<file path="src/rtl/fa_pkg.sv">
// Shared definitions for the pooling engine: reduction modes, FSM state
// encoding and the helpers that derive counter/accumulator widths.
package fa_pkg;

    localparam logic POOL_MAX = 1'b0;
    localparam logic POOL_AVG = 1'b1;

    typedef logic [2:0] state_t;

    localparam state_t ST_IDLE  = 3'd0;
    localparam state_t ST_ACCUM = 3'd1;
    localparam state_t ST_CALC  = 3'd2;
    localparam state_t ST_EMIT  = 3'd3;
    localparam state_t ST_DONE  = 3'd4;

    // Counter wide enough to hold the value max_val itself.
    function automatic int cnt_w(input int max_val);
        return $clog2(max_val) + 1;
    endfunction

    // Sum of up to win_max sign-extended elements never overflows this width.
    function automatic int acc_w(input int data_w, input int win_max);
        return data_w + $clog2(win_max);
    endfunction

endpackage

</file>
<file path="src/rtl/pool_lane.sv">
// One channel of the pooling datapath.
// Keeps the running max / running sum for the current window and produces
// the registered per-lane result: the max directly, or the average as
// (sum * recip) >>> RECIP_W saturated to DATA_W.
// Optional build macro: POOL_ROUND_EN (round half up before the shift).
// Ports:
//   clk, rst_n  clock, async active-low reset
//   beat_en     element accepted this cycle
//   first       accepted element is the first of its window
//   capture     last element of a MAX window: load res with the final max
//   calc_en     AVG divide cycle: load res with the scaled sum
//   mode        POOL_MAX / POOL_AVG
//   recip       unsigned Q0.RECIP_W reciprocal of the window size
//   x           incoming element (signed)
//   res         registered result for this lane
module pool_lane import fa_pkg::*; #(
    parameter int DATA_W  = 16,
    parameter int RECIP_W = 16,
    parameter int ACC_W   = 24
) (
    input  logic               clk,
    input  logic               rst_n,
    input  logic               beat_en,
    input  logic               first,
    input  logic               capture,
    input  logic               calc_en,
    input  logic               mode,
    input  logic [RECIP_W-1:0] recip,
    input  logic [DATA_W-1:0]  x,
    output logic [DATA_W-1:0]  res
);

    localparam int PROD_W = ACC_W + RECIP_W + 1;
    localparam int QUOT_W = ACC_W + 1;

    localparam logic signed [QUOT_W-1:0] SAT_HI = (QUOT_W'(1) << (DATA_W - 1)) - QUOT_W'(1);
    localparam logic signed [QUOT_W-1:0] SAT_LO = -(QUOT_W'(1) << (DATA_W - 1));

    logic signed [ACC_W-1:0]  acc;
    logic signed [ACC_W-1:0]  xs;
    logic signed [ACC_W-1:0]  max_val;
    logic signed [ACC_W-1:0]  sum_val;
    logic signed [PROD_W-1:0] prod;
    logic signed [PROD_W-1:0] prod_adj;
    logic signed [QUOT_W-1:0] quot;
    logic [DATA_W-1:0]        avg_res;

    assign xs      = {{(ACC_W - DATA_W){x[DATA_W-1]}}, x};
    assign max_val = first ? xs : ((xs > acc) ? xs : acc);
    assign sum_val = first ? xs : acc + xs;

    // recip is unsigned: zero-extend before the signed multiply.
    assign prod = PROD_W'(acc) * PROD_W'($signed({1'b0, recip}));

`ifdef POOL_ROUND_EN
    assign prod_adj = prod + (PROD_W'(1) << (RECIP_W - 1));
`else
    assign prod_adj = prod;
`endif

    // Arithmetic shift = keep the upper bits of a signed value (floor).
    assign quot = prod_adj[PROD_W-1:RECIP_W];

    always_comb begin
        avg_res = quot[DATA_W-1:0];
        if (quot > SAT_HI)
            avg_res = SAT_HI[DATA_W-1:0];
        else if (quot < SAT_LO)
            avg_res = SAT_LO[DATA_W-1:0];
    end

    always_ff @(posedge clk or negedge rst_n) begin
        if (!rst_n) begin
            acc <= '0;
            res <= '0;
        end else begin
            if (beat_en)
                acc <= (mode == POOL_AVG) ? sum_val : max_val;
            if (capture)
                res <= max_val[DATA_W-1:0];
            else if (calc_en)
                res <= avg_res;
        end
    end

endmodule

</file>
<file path="src/rtl/pool_core.sv">
// Streaming pooling engine. Accepts one command, then reduces num_out
// windows of win elements each (MAX or AVG per lane) and emits one result
// beat per window.
// Optional build macro: POOL_ROUND_EN (AVG rounds half up instead of
// truncating toward -inf; latency unchanged).
// Ports:
//   clk, rst_n                      clock, async active-low reset
//   cmd_valid/cmd_ready             command handshake (ready only in IDLE)
//   cfg_mode/win/num_out/recip      command fields, latched on accept
//   in_valid/in_ready/in_data       element stream, lane 0 in the LSBs
//   out_valid/out_ready/out_data    result stream, registered
//   busy                            not IDLE
//   done                            one-cycle pulse after the last result
//
// state    | meaning
// ---------+----------------------------------------------------
// IDLE     | waiting for a command
// ACCUM    | accepting elements of the current window
// CALC     | AVG only: scale sum by reciprocal, saturate
// EMIT     | result beat offered downstream
// DONE     | command complete, done pulse
module pool_core import fa_pkg::*; #(
    parameter int DATA_W  = 16,
    parameter int LANES   = 4,
    parameter int WIN_MAX = 256,
    parameter int OUT_MAX = 65536,
    parameter int RECIP_W = 16
) (
    input  logic                          clk,
    input  logic                          rst_n,
    input  logic                          cmd_valid,
    output logic                          cmd_ready,
    input  logic                          cfg_mode,
    input  logic [cnt_w(WIN_MAX)-1:0]     cfg_win,
    input  logic [cnt_w(OUT_MAX)-1:0]     cfg_num_out,
    input  logic [RECIP_W-1:0]            cfg_recip,
    input  logic                          in_valid,
    output logic                          in_ready,
    input  logic [LANES*DATA_W-1:0]       in_data,
    output logic                          out_valid,
    input  logic                          out_ready,
    output logic [LANES*DATA_W-1:0]       out_data,
    output logic                          busy,
    output logic                          done
);

    localparam int WIN_W = cnt_w(WIN_MAX);
    localparam int OUT_W = cnt_w(OUT_MAX);
    localparam int ACC_W = acc_w(DATA_W, WIN_MAX);

    state_t               state;
    logic                 mode_q;
    logic [WIN_W-1:0]     win_q;
    logic [OUT_W-1:0]     num_out_q;
    logic [RECIP_W-1:0]   recip_q;
    logic [WIN_W-1:0]     elem_cnt;
    logic [OUT_W-1:0]     out_cnt;

    logic in_fire;
    logic out_fire;
    logic last_elem;
    logic last_out;

    assign cmd_ready = (state == ST_IDLE);
    assign in_ready  = (state == ST_ACCUM);
    assign out_valid = (state == ST_EMIT);
    assign busy      = (state != ST_IDLE);
    assign done      = (state == ST_DONE);

    assign in_fire   = in_ready && in_valid;
    assign out_fire  = out_valid && out_ready;
    assign last_elem = (elem_cnt == win_q - WIN_W'(1));
    assign last_out  = (out_cnt == num_out_q - OUT_W'(1));

    always_ff @(posedge clk or negedge rst_n) begin
        if (!rst_n) begin
            state     <= ST_IDLE;
            mode_q    <= POOL_MAX;
            win_q     <= '0;
            num_out_q <= '0;
            recip_q   <= '0;
            elem_cnt  <= '0;
            out_cnt   <= '0;
        end else begin
            case (state)
                ST_IDLE: begin
                    if (cmd_valid) begin
                        mode_q    <= cfg_mode;
                        win_q     <= cfg_win;
                        num_out_q <= cfg_num_out;
                        recip_q   <= cfg_recip;
                        elem_cnt  <= '0;
                        out_cnt   <= '0;
                        state     <= ST_ACCUM;
                    end
                end
                ST_ACCUM: begin
                    if (in_fire) begin
                        elem_cnt <= elem_cnt + WIN_W'(1);
                        if (last_elem)
                            state <= (mode_q == POOL_AVG) ? ST_CALC : ST_EMIT;
                    end
                end
                ST_CALC: state <= ST_EMIT;
                ST_EMIT: begin
                    if (out_fire) begin
                        out_cnt  <= out_cnt + OUT_W'(1);
                        elem_cnt <= '0;
                        state    <= last_out ? ST_DONE : ST_ACCUM;
                    end
                end
                ST_DONE: state <= ST_IDLE;
                default: state <= ST_IDLE;
            endcase
        end
    end

    for (genvar g = 0; g < LANES; g++) begin : g_lane
        pool_lane #(
            .DATA_W  (DATA_W),
            .RECIP_W (RECIP_W),
            .ACC_W   (ACC_W)
        ) u_lane (
            .clk     (clk),
            .rst_n   (rst_n),
            .beat_en (in_fire),
            .first   (elem_cnt == '0),
            .capture (in_fire && last_elem && (mode_q == POOL_MAX)),
            .calc_en (state == ST_CALC),
            .mode    (mode_q),
            .recip   (recip_q),
            .x       (in_data[g*DATA_W +: DATA_W]),
            .res     (out_data[g*DATA_W +: DATA_W])
        );
    end

endmodule

</file>
<file path="config.mk">
export PLATFORM = sky130hd
export DESIGN_NAME = pool_core
export DESIGN_NICKNAME = d
export VERILOG_FILES = /design/src/rtl/fa_pkg.sv /design/src/rtl/pool_lane.sv /design/src/rtl/pool_core.sv
export SDC_FILE = /design/constraint.sdc
export NUM_CORES = 2
export LEC_CHECK = 0
export ABC_AREA = 1
export CORE_UTILIZATION = 55
export CTS_CLUSTER_DIAMETER = 50
export DETAILED_ROUTE_END_ITERATION = 10
export PLACE_DENSITY = 0.75
export SLEW_MARGIN = 20
export SYNTH_ARGS = -nofsm -noshare
export SYNTH_HDL_FRONTEND = slang
export SYNTH_SLANG_ARGS = --single-unit
</file>
<file path="constraint.sdc">
create_clock -name clk -period 6.8 [get_ports clk]
set_clock_uncertainty 0.05 [all_clocks]
set_input_delay 1.36 -clock clk [delete_from_list [all_inputs] [get_ports clk]]
set_output_delay 1.36 -clock clk [all_outputs]
set_load 0.05 [all_outputs]
</file>
[After elaboration in Yosys (flattened, before gate mapping)]
Cells that the tools add are included.
Word-level totals
  register bits: 232
  input bits: 112
  output and inout bits: 69
  word-level logic and storage cells: 122
Operators by class
  add/subtract/negate cells: 8
  multiply operators: 4
  $lt $le $gt $ge: 12
  equality and inequality tests: 10
  muxes and demuxes: 46
  bitwise logic cells: 1
  reduce and logical (&&, ||, !) cells: 22
Operator list (count)
  24-bit 2-to-1 mux: 16
  16-bit 2-to-1 mux: 16
  24-bit by 17-bit multiplier with 41-bit output: 4
  25-bit by 16-bit > comparator with 1-bit output, second input constant: 4
  25-bit by 16-bit less-than comparator with 1-bit output, second input constant: 4
  24-bit by 16-bit adder with 24-bit output: 4
  16-bit by 24-bit > comparator with 1-bit output: 4
  17-bit 2-to-1 mux: 2
  17-bit one-hot mux with 2 select lines: 1
  9-bit 2-to-1 mux: 3
  9-bit one-hot mux with 3 select lines: 1
  3-bit nonzero test: 6
  17-bit by 1-bit adder with 17-bit output, second input constant: 1
  17-bit == test: 1
  17-bit by 1-bit subtractor with 17-bit output, second input constant: 1
  3-bit 2-to-1 mux: 5
  3-bit one-hot mux with 4 select lines: 1
  2-bit AND reduction: 5
  9-bit by 1-bit adder with 9-bit output, second input constant: 1
  9-bit == test: 1
  9-bit zero test: 1
  9-bit by 1-bit subtractor with 9-bit output, second input constant: 1
  4-bit AND reduction: 2
  3-bit by 2-bit == test with 1-bit output, second input constant: 2
  10 further kinds: 16

[Logic depth before layout (Yosys ltp)]
  word-level depth: 6
  gate-level depth with buffers: 38
  gate-level depth less buffers: 34

[Cells and area by module]
From an unflattened synthesis, not the netlist that was laid out.
Unflattened totals
  cell total of the unflattened synthesis: 11432
  area total of the unflattened synthesis: 81587.0 µm²
Modules (own cells, without submodules)
  pool_lane (g_lane[1].u_lane ...): times used 2, cells each 2714, area each 19409.9 µm², sequential area each 1001.0 µm²
  pool_lane (g_lane[0].u_lane): times used 1, cells each 2715, area each 19313.5 µm², sequential area each 1001.0 µm²
  pool_lane (g_lane[3].u_lane): times used 1, cells each 2690, area each 19183.4 µm², sequential area each 1001.0 µm²
  pool_core: times used 1, cells each 599, area each 4270.3 µm², sequential area each 1801.7 µm²

[Least setup slack after synthesis]
Ideal clock, no wire load.
  path type: reg2reg
  start point: register recip_q[3]
  end point: register g_lane[2].u_lane.res[10]
  library setup time: 0.065 ns
  data arrival time: 6.617 ns
  required time: 6.685 ns
  setup slack: 0.068 ns
  stages on the path, launching flop included: 30
  buffers on the path: 4
  period minus slack after synthesis: 6.732 ns
  cells stage by stage: dfrtp_1 > clkbuf_1 > clkbuf_1 > clkbuf_1 > nand2_1 > fa_1 > fa_1 > inv_1 > fa_1 > fa_1 > fa_1 > inv_1 > fa_1 > inv_1 > ha_1 > nand2_1 > inv_1 > a21oi_1 > o21ai_0 > a21oi_1 > nand2_1 > a31oi_1 > xor2_1 > inv_1 > nand2_1 > clkbuf_1 > nand2_1 > nand2_1 > nand2_1 > nand2_1
Between the ends
  cells in the longest elaborated chain, start to end: 6
  elaborated cells on any way between the ends: 7
  classes of those cells: mul (1); order compare (2); mux (4)
Ends and longest elaborated chain
  start: declaration: RTL line pool_core.sv:55  | logic [RECIP_W-1:0] recip_q;
  start signal: assignment: RTL line pool_core.sv:91  | recip_q <= cfg_recip;
  24-bit by 17-bit multiplier with 41-bit output *: RTL line pool_lane.sv:53  | assign prod = PROD_W'(acc) * PROD_W'($signed({1'b0, recip}));
  25-bit by 16-bit less-than comparator with 1-bit output: RTL line pool_lane.sv:68  | else if (quot < SAT_LO)
  16-bit 2-to-1 mux: RTL line pool_lane.sv:68
  16-bit 2-to-1 mux *: RTL line pool_lane.sv:66  | if (quot > SAT_HI)
  16-bit 2-to-1 mux *: RTL line pool_lane.sv:81  | else if (calc_en)
  16-bit 2-to-1 mux *: RTL line pool_lane.sv:79  | if (capture)
  end signal: assignment: RTL line pool_lane.sv:80  | res <= max_val[DATA_W-1:0];
  end signal: assignment: RTL line pool_lane.sv:82  | res <= avg_res;
  end: declaration: RTL line pool_lane.sv:30  | output logic [DATA_W-1:0] res
Mark *: on every way between the ends. The rest lies on a longest branch, timed or not. The select of a mux whose other input is x is not followed.
A chain may end at the register's enable or synchronous reset.

[Worst setup path after layout]
  start point: register recip_q[5]
  end point: register g_lane[3].u_lane.res[6]
Between the ends
  cells in the longest elaborated chain, start to end: 6
  elaborated cells on any way between the ends: 7
  classes of those cells: mul (1); order compare (2); mux (4)
Ends and longest elaborated chain (RTL line)
  24-bit by 17-bit multiplier with 41-bit output *: pool_lane.sv:53
  25-bit by 16-bit less-than comparator with 1-bit output: pool_lane.sv:68
  16-bit 2-to-1 mux: pool_lane.sv:68
  16-bit 2-to-1 mux *: pool_lane.sv:66
  16-bit 2-to-1 mux *: pool_lane.sv:81
  16-bit 2-to-1 mux *: pool_lane.sv:79
  end signal: assignment: pool_lane.sv:80
  end signal: assignment: pool_lane.sv:82
  end: declaration: pool_lane.sv:30
Marks and branches as above.

==> metrics.md <==
| Metric | Value |
|---|---|
| Final Max Slew Viols | `0` |
| Unrepaired setup endpoints after global routing | `yes` |
| Die Height | `between 300 and 400 um` |
| Final core occ | `63.06%` |
| H-tree depth | `2` |
| Worst skew pair latency | `0.70 ns` |
| Cell Rows | `between 100 and 150` |
| Register area | `0.005881 mm^2` |
| DRT Pass-1 Iters | `7` |
| Adder-cell area share of the yosys netlist | `47.28%` |
| CTS buffer count | `50` |
| WP data arrival | `between 7 and 8 ns` |
| Port Buf Inserts | `180` |
| Yosys warning count | `0` |
| Area of the multi-input gates | `0.06186 mm^2` |
| Largest family of logic cells by synthesized area | `adder cells` |
| Most Frequent Cell on Critical Path | `nand2_1` |
| CP max stage cell | `fa_1` |
| Vias in the first global route | `74609` |
| Setup WS post-layout | `0.05374 ns` |
| Critical path peak fanout | `13` |
| Top-level port count | `181` |
| Max Cap Viol | `0` |
| Worst Path Required | `between 7 and 8 ns` |
| Hold Crit Class | `flip-flop to flip-flop` |
| Root Buffer | `clkbuf_16` |
| GRT overflow | `0` |
| Die footprint | `0.1457 mm^2` |
| Global Route Usage Sum | `35.48%` |
| Die X | `381.6 um` |
| Sequential area share after synthesis | `under 10%` |
| Final ANT Viol Nets | `0` |
| Core Area | `0.1423 mm^2` |
| Starting DRT DRC Count | `between 6000 and 7000` |
| Most instantiated cells after synthesis | `nand2_1 (3032), inv_1 (2939), fa_1 (1504)` |
| Critical path class | `flip-flop to flip-flop` |
| Syn avg cell area | `7.234 um^2` |
| WHS | `0.4305 ns` |
| Post-synthesis mux area share | `0%` |
| Post-synth top area cell | `fa_1` |
| Placed Cells | `13004` |
| Vias per inst | `5.422` |
| Yosys reg bits | `232` |
| Mapped Cells | `10958` |
| Routability cong. | `1.025` |
| Vias | `71290` |
| Hold_buf cts | `0` |
| Least-Margin Pin Slew | `roughly 1.1 ns` |
| Count leader, synth | `nand2_1` |
| CP peak stage delay | `0.56 ns` |
| Clock slew at reported path FFs | `0.06 ns` |
| Avg WL per Cell | `19.51 um` |
| Layout filler cell count | `12719` |
| Synth area leaders | `fa_1 (38%), nand2_1 (14%), inv_1 (14%)` |
| Ys async rst share | `100.0%` |
| Synth Area in Simple Gates | `20.37%` |
| Top-area cell type share of the netlist area | `37.98%` |
| Hold Vio Cnt, Final | `0` |
| Initial antenna violation count | `21` |
| CTS tree | `done` |
| Synth Net Count | `13163` |
| CP endpoint kind | `flip-flop` |
| Num Clock Sinks | `232` |
| Area grow syn2layout | `13.18%` |
| EDFF count, synth | `0` |
| Synth Flop Type | `dfrtp_1` |
| Final period util | `about 99%` |
| Starting density of the core | `55.72%` |
| Worst Setup Start Kind | `flip-flop` |
| Cell Area, Synth | `0.07927 mm^2` |
| # DRC | `0` |
| HPWL Detailed | `210500 um` |
| Min Clock Period, post-route | `6.746 ns` |
| Count of cell types in the netlist | `57` |
| Non-Filler Instances | `13149` |
| Layout net count | `between 10000 and 15000` |
| DRT Wirelength | `roughly 260000 um` |
| Final setup vio count | `0` |
| Rel. slew slack | `25.91%` |
| Peak Freq | `roughly 150 MHz` |
| XOR/XNOR Fraction of Synth Area | `roughly 1.9%` |
| Clk buf depth | `3` |
| Compound-Gate Fraction of Synth Area | `approximately 6.7%` |
| Worst slack, placed | `-0.08215 ns` |
| Largest net degree at the start of global routing | `121` |
| Proportion of layout cells with a drive suffix above 1 | `8.539%` |
| Status | `completed` |
| First-pass GRT wire length | `405200 um` |
[final cells by class]
class / count / area share [%]
well taps: 1890 / 2.636
flip-flops and latches: 232 / 6.554
clock inverters: 36 / 0.5480
repair buffers: 655 / 7.240
inverters: 3002 / 12.58
diodes: 17 / 0.04741
clock buffers: 57 / 1.446
multi-input cells: 7260 / 68.95
[worst max-delay path: cells and delay by family, from the launching register on]
kind,cells,cell delay [ns]
flops,1,0.55
fa+ha+maj,7,3.35
simple gates,13,1.18
buf+inv,6,0.72
compound gates,3,0.74
[layer usage]
| layer | share of wire, % | global-route usage [%] | vias to the layer above |
|---|---|---|---|
| met4 | 6.0 | 18.19 | 8 |
| li1 | - | - | 32295 |
| met3 | 8.7 | 5.956 | 770 |
| met5 | 0.018 | 0 | - |
| met1 | 39 | 45.49 | 34956 |
| met2 | 46 | 57.85 | 3261 |
[sequential cells by signal, summed over array words and instances, names as in the netlist]
signal,flops
state,3
elem_cnt,9
win_q,9
recip_q,16
out_cnt,17
num_out_q,17
g_lane.u_lane.res,64
mode_q,1
g_lane.u_lane.acc,96
[stage by stage]
step / TNS, ns / cell area, um^2
floorplan: 0 / 79270
global placement: 0 / 85960
detailed placement: -0.4068 / 85960
CTS: 0 / 87920
global route: -7.273 / 89710
finish: 0 / 89720
[placed cells by master (no fill, tap or decap), types with 12 or more instances in the layout]
cell,n
nand2_1,2953
inv_1,2931
fa_1,1493
ha_1,533
nor2_1,416
a21oi_1,390
buf_4,385
nand3_1,298
o21ai_0,237
dfrtp_1,204
clkdlybuf4s50_1,179
xor2_1,107
nand2_2,78
buf_12,72
nor2_2,69
o21bai_1,62
xnor2_1,62
nor3_1,60
clkbuf_16,55
nand4_1,53
o21ai_1,46
a21oi_2,42
ha_4,42
a31oi_1,36
clkinv_1,32
inv_2,31
a21o_1,24
a22oi_1,23
nor4_1,22
o221ai_1,18
diode_2,17
o211ai_1,17
dfrtp_4,16
ha_2,14
nor3_2,13
o21a_1,12
nand3b_1,12
dfrtp_2,12
[path summary, 6_finish.rpt]
| check | from | end | slack, ns | depth (start not counted) |
|---|---|---|---|---|
| setup reg to reg | recip_q[5]$_DFFE_PN0P_ | g_lane[3].u_lane.res[6]$_DFFE_PN0P_ | 0.05 | 29 |
| setup / recovery | recip_q[5]$_DFFE_PN0P_ | g_lane[3].u_lane.res[6]$_DFFE_PN0P_ | 0.05 | 29 |
| hold reg to reg | g_lane[0].u_lane.res[7]$_DFFE_PN0P_ | g_lane[0].u_lane.res[7]$_DFFE_PN0P_ | 0.43 | 2 |
| max in group asynchronous | rst_n | g_lane[2].u_lane.res[13]$_DFFE_PN0P_ | 4.81 | 2 |
| hold / removal | g_lane[0].u_lane.res[7]$_DFFE_PN0P_ | g_lane[0].u_lane.res[7]$_DFFE_PN0P_ | 0.43 | 2 |
| min in group asynchronous | rst_n | g_lane[1].u_lane.res[7]$_DFFE_PN0P_ | 0.54 | 1 |
[repair_timing]
action,CTS,global route
pin swaps,0,37
gates cloned,2,5
setup buffers,4,24
resized for setup,14,376
setup endpoints to repair,46,63
[logic make-up after synthesis]
group                      Yosys count
and+or+nand+nor                   4049
buffers and inverters             3466
xor gates and xnor gates           170
adders and majority gates         2093
AOI/OAI and AO/OA                  948
DFF                                232
Power is left out: the tool's default activity adds up to more than one toggle a clock period on the data nets, which glitch-free logic cannot reach.
